`src/rtl/ps2_key_event_ctrl.sv`:
```
// PS/2 key event sequencer: parses E0/F0 prefixes from received bytes into
// {ext, brk, code} events buffered in a show-ahead FIFO, splitting off system bytes.
module ps2_key_event_ctrl #(
  parameter int unsigned DEPTH   = 8,
  parameter int unsigned TIMEOUT = 100000
) (
  input  logic                     clk,
  input  logic                     reset,
  input  logic [7:0]               rx_data,
  input  logic                     rx_tick,
  output logic                     ev_valid,
  output logic [9:0]               ev_data,
  input  logic                     ev_rd,
  output logic [$clog2(DEPTH):0]   ev_count,
  output logic                     sys_tick,
  output logic [7:0]               sys_code,
  output logic                     ovf,
  output logic                     seq_err,
  input  logic                     clr_err
);

  localparam int unsigned PtrW = $clog2(DEPTH);
  localparam int unsigned CntW = PtrW + 1;
  localparam int unsigned TmrW = $clog2(TIMEOUT) + 1;

  typedef enum logic [1:0] {StIdle, StE0, StF0, StE0F0} state_e;

  state_e            state_q, state_d;
  logic [TmrW-1:0]   timer_q, timer_d;
  logic [PtrW-1:0]   wr_ptr_q, wr_ptr_d;
  logic [PtrW-1:0]   rd_ptr_q, rd_ptr_d;
  logic [CntW-1:0]   count_q, count_d;
  logic              ovf_q, ovf_d;
  logic              seq_err_q, seq_err_d;
  logic              sys_tick_q, sys_tick_d;
  logic [7:0]        sys_code_q, sys_code_d;
  logic [9:0]        mem_q [DEPTH];

  logic       is_sys, is_e0, is_f0;
  logic       push, sys_hit, err_set;
  logic [9:0] push_data;
  logic       full, empty, pop, wr_en, ovf_set;

  always_comb begin
    is_sys = rx_data inside {8'hAA, 8'hFA, 8'hFE, 8'hEE, 8'h00, 8'hFF};
    is_e0  = (rx_data == 8'hE0);
    is_f0  = (rx_data == 8'hF0);
  end

  // Sequence parser; an incoming byte always wins over a timeout in the same cycle.
  always_comb begin
    state_d   = state_q;
    push      = 1'b0;
    push_data = '0;
    sys_hit   = 1'b0;
    err_set   = 1'b0;
    if (rx_tick) begin
      if (is_sys) begin
        sys_hit = 1'b1;
        state_d = StIdle;
        err_set = (state_q != StIdle);
      end else begin
        unique case (state_q)
          StIdle: begin
            if (is_e0) begin
              state_d = StE0;
            end else if (is_f0) begin
              state_d = StF0;
            end else begin
              push      = 1'b1;
              push_data = {2'b00, rx_data};
            end
          end
          StE0: begin
            if (is_f0) begin
              state_d = StE0F0;
            end else if (!is_e0) begin
              push      = 1'b1;
              push_data = {2'b10, rx_data};
              state_d   = StIdle;
            end
          end
          StF0, StE0F0: begin
            state_d = StIdle;
            if (is_e0 || is_f0) begin
              err_set = 1'b1;
            end else begin
              push      = 1'b1;
              push_data = {(state_q == StE0F0), 1'b1, rx_data};
            end
          end
          default: state_d = StIdle;
        endcase
      end
    end else if (state_q != StIdle && timer_q == TmrW'(TIMEOUT - 1)) begin
      state_d = StIdle;
      err_set = 1'b1;
    end
  end

  always_comb begin
    timer_d = (rx_tick || state_q == StIdle) ? '0 : timer_q + 1'b1;
  end

  // FIFO bookkeeping; a pop frees a slot for a push in the same cycle even when full.
  always_comb begin
    full     = (count_q == CntW'(DEPTH));
    empty    = (count_q == '0);
    pop      = ev_rd && !empty;
    wr_en    = push && (!full || pop);
    ovf_set  = push && full && !pop;
    wr_ptr_d = wr_en ? wr_ptr_q + 1'b1 : wr_ptr_q;
    rd_ptr_d = pop ? rd_ptr_q + 1'b1 : rd_ptr_q;
    count_d  = count_q;
    if (wr_en && !pop) begin
      count_d = count_q + 1'b1;
    end else if (!wr_en && pop) begin
      count_d = count_q - 1'b1;
    end
    ovf_d      = ovf_set | (ovf_q & ~clr_err);
    seq_err_d  = err_set | (seq_err_q & ~clr_err);
    sys_tick_d = sys_hit;
    sys_code_d = sys_hit ? rx_data : sys_code_q;
  end

  always_ff @(posedge clk) begin
    if (!reset) begin
      state_q    <= StIdle;
      timer_q    <= '0;
      wr_ptr_q   <= '0;
      rd_ptr_q   <= '0;
      count_q    <= '0;
      ovf_q      <= 1'b0;
      seq_err_q  <= 1'b0;
      sys_tick_q <= 1'b0;
      sys_code_q <= '0;
    end else begin
      state_q    <= state_d;
      timer_q    <= timer_d;
      wr_ptr_q   <= wr_ptr_d;
      rd_ptr_q   <= rd_ptr_d;
      count_q    <= count_d;
      ovf_q      <= ovf_d;
      seq_err_q  <= seq_err_d;
      sys_tick_q <= sys_tick_d;
      sys_code_q <= sys_code_d;
    end
  end

  // Storage needs no reset: an empty FIFO masks the head to zero.
  always_ff @(posedge clk) begin
    if (reset && wr_en) begin
      mem_q[wr_ptr_q] <= push_data;
    end
  end

  always_comb begin
    ev_valid = !empty;
    ev_data  = empty ? '0 : mem_q[rd_ptr_q];
    ev_count = count_q;
    sys_tick = sys_tick_q;
    sys_code = sys_code_q;
    ovf      = ovf_q;
    seq_err  = seq_err_q;
  end

endmodule
```
`config.mk`:
```
export PLATFORM = sky130hd
export DESIGN_NAME = ps2_key_event_ctrl
export DESIGN_NICKNAME = d
export VERILOG_FILES = /design/src/rtl/ps2_key_event_ctrl.sv
export SDC_FILE = /design/constraint.sdc
export NUM_CORES = 1
export LEC_CHECK = 0
export CAP_MARGIN = 20
export CORE_ASPECT_RATIO = 0.9
export CORE_MARGIN = 2
export CORE_UTILIZATION = 60
export DETAILED_ROUTE_END_ITERATION = 6
export GPL_TIMING_DRIVEN = 0
export PLACE_DENSITY = 0.82
export SLEW_MARGIN = 10
export SYNTH_ARGS = -nofsm -noshare
export SYNTH_HDL_FRONTEND = slang
export SYNTH_SLANG_ARGS = --single-unit
```
`constraint.sdc`:
```
create_clock -name clk -period 7.95 [get_ports clk]
set_clock_uncertainty 0.2 [all_clocks]
set_input_delay 1.1925 -clock clk [delete_from_list [all_inputs] [get_ports clk]]
set_output_delay 1.1925 -clock clk [all_outputs]
set_load 0.005 [all_outputs]
```
==> run summary <==
Asr flop ratio synth: 0%
Initial core utilization: 62.7%
Power, Total: 1.92 mW
H-tree depth: 4
Crit end category: flip-flop
Flop-to-flop setup slack: 4.58 ns
Slowest Stage Delay on Critical Path: 0.60 ns
Vias/cell: 5.89
Drt first pass iters: 4
Actual slew at the worst max-slew pin: 0.911 ns
Crit-path cells: clkdlybuf4s50_1, or4_4, o211ai_2, o21ai_2, nand2_2, inv_1, ha_1, inv_1, ha_1, a21o_1, a21oi_1, xnor2_1, or3_1, a21oi_1
Worst vdd ir: 0.200 mV
Drt wl/cell: 19.0 um
Fraction of layout cells with a size suffix above 1: 19.2%
Global-route usage over all layers: 24.6%
Largest net degree at the start of global routing: 17
Hold Crit Depth: 1
Post-CTS Resized: 0
Fmax: 0.238 GHz
Antenna viol nets, final: 0
Synth Instances: 366
Vias in the first global route: 3267
Overflow after GRT: 0
Ys Warns: 0
Chip Height: 91.5 um
Num CTS Buffers: 17
Slew HR: 38.9%
Final WL: 10300 um
I/O pins: 39
Mapped cell area: 5110 sq um
CTS tree: yes
Pwr Density: 308 nW/um^2
Clock sink count: 124
Final weighted congestion in routability-driven placement: 0.780
Cells after DPL: 509
Minimum clock period: 4.20 ns
EDFF count, synth: 80
Main flop type after synthesis: edfxtp_1
RR Endpoint: ev_count[3]
HPWL Detailed: 6980 um
First-pass GRT wire length: 16600 um
Rows: 31
Class of the worst hold path: reg2reg
Register area share after synthesis: 64.3%
# nets final: 450
Crit Path Class: in2reg
CP delay by family, top: simple AND/OR/NAND/NOR gates
Clock buffer depth: 2
Worst-path clk slew: 0.06 ns
Worst EP arrival: 4.45 ns
Die width: 101 um
Clock Latency Late Sink: 0.53 ns
Final Max Slew Viols: 0
Initial antenna violation count: 0
Worst min-delay path startpoint: timer_q[0]
CP Max Fanout: 7
Die area: 9270 sq um
# diodes: 0
Core area: 8150 sq um
Reg2Reg Depth: 12
Port bufs: 38
Placed Area: 5700 sq um
CP max-delay cell: or4_4
Hold Vio Cnt, Final: 0
Postcts setup bufs: 0
Setup TNS: 0 ns
Outcome: finished, final reports clean
Vias: 3190
Non-Filler Instances: 542
RSZ-0062 raised after global routing: false
Min-Delay Endpoint: timer_q[0]
Post-layout instance area: 6240 sq um
Worst path required time: 8.20 ns
Crit start category: input pin
#FFs+latches synth: 124
Max_cap viols: 0
LEAKAGE: 2.10 nW
Final Cycle Share: 52.8%
Netlist cell types: 49
DRT iter0 DRCs: 160
CP Buf/Inv Count: 3
Syn Nets: 386
Area grow syn2layout: 22.2%
Worst reg2reg startpoint: ev_count[0]
Residual DRC count: 0
Hold_buf cts: 0
Final setup vio count: 0
Avg Inst Size Synth: 14.0 sq um
Clock Tree Root: clkbuf_8
[worst register-to-register path, cell delays in order (launching register included)]
cell and delay [ns]:
dfxtp_1 0.37, nor4_1 0.65, a41oi_1 0.20, nand2_2 0.25, inv_1 0.13, ha_1 0.23
inv_1 0.12, ha_1 0.24, a21o_1 0.18, a21oi_1 0.17, xnor2_1 0.11, or3_1 0.31
a21oi_1 0.14
[synth_stat cells, types with 2 or more instances]
library cell,instances,area [sq um]
nor2_1,39,146
and2_1,5,31.3
dfxtp_1,44,881
or3_1,5,31.3
edfxtp_1,80,2400
xnor2_1,8,70.1
nor3_1,9,45.0
nand4_1,4,25.0
clkbuf_1,8,30.0
nand2b_1,5,31.3
ha_1,6,75.1
or4_4,3,33.8
o21ai_2,2,17.5
a31o_2,3,26.3
or4_1,2,15.0
o21ai_0,7,35.0
nor4_1,6,37.5
buf_2,3,15.0
and4_1,2,17.5
mux4_2,20,450
and3_1,7,43.8
nand2_1,19,71.3
a21oi_1,9,45.0
xor2_1,10,87.6
nand3_1,16,80.1
mux2i_1,14,140
inv_1,8,30.0
[metal layers]
| metal | global-route usage (%) | vias up | part of all wire (%) |
|---|---|---|---|
| met5 | 0 | - | 0 |
| met4 | 8.33 | 0 | 1.2 |
| met3 | 6.85 | 16 | 5.2 |
| met2 | 40.3 | 96 | 51 |
| met1 | 31.5 | 1565 | 43 |
| li1 | - | 1513 | - |
[state kept, by name, summed over array words and instances (netlist names), named ones only]
register  cells
sys_code      8
ev_count      4
state_q       2
seq_err       1
rd_ptr_q      3
sys_tick      1
timer_q      18
mem_q        80
wr_ptr_q      3
ovf           1
[kinds of logic after synthesis]
logic type / after synthesis / synth area share, %
adder cells (fa/ha/maj): 7 / 1.86
flip-flops: 124 / 64.3
buffers and inverters: 21 / 1.76
AND/OR/NAND/NOR: 126 / 12.4
XOR/XNOR: 18 / 3.09
multiplexers: 34 / 11.6
AO/OA/AOI/OAI: 36 / 5.02
[report_power, final]
part | switching, mW | internal (mW)
Sequential | 0.0310 | 0.727
Combinational | 0.219 | 0.247
Clock | 0.285 | 0.413
[cells in the final DEF (no fill, tap or decap), drive strengths merged, types with 4 or more instances in the layout]
cell            n
a21oi          10
a31o            4
and2            5
and3            7
buf            12
clkbuf         26
clkdlybuf4s50  38
clkinv          6
clkinvlp        5
dfxtp          44
edfxtp         80
ha              6
inv            10
mux2i          14
mux4           20
nand2          20
nand2b          5
nand3          16
nand4           4
nor2           40
nor3            9
nor4            6
o21ai          10
or3             5
or4             5
xnor2           8
xor2           10
[stage by stage]
step	worst slack (ns)	hold slack (ns)	utilization, %
2_1_floorplan	4.13	0.218	-
3_3_place_gp	3.07	0.230	68.9
3_5_place_dp	3.29	0.245	69.9
4_1_cts	3.78	0.256	76.6
5_1_grt	3.54	0.291	76.7
6_report	3.75	0.251	76.7
[how the worst max path moves through the flow]
stage | start | to | depth (start not counted) | slack, ns
6_report | rx_data[6] | ev_count[3] | 14 | 3.75
5_1_grt | ev_rd | ev_count[3] | 14 | 3.54
4_1_cts | rx_data[6] | ev_count[3] | 14 | 3.78
3_5_place_dp | rx_data[6] | ev_count[3] | 14 | 3.29
3_3_place_gp | rx_data[2] | mem_q[1][6] | 6 | 3.07
2_1_floorplan | rx_data[6] | ev_count[3] | 13 | 4.13
[layout make-up]
cell class / count / area, sq um
fillers: 486 / 1900
well taps: 99 / 124
repair buffers: 45 / 433
clock buffers: 18 / 418
clock inverters: 14 / 123
inverters: 8 / 30.0
multi-input cells: 221 / 1770
flip-flops and latches: 124 / 3280
plain buffers: 13 / 60.1
(Power assumes the default switching activity.)
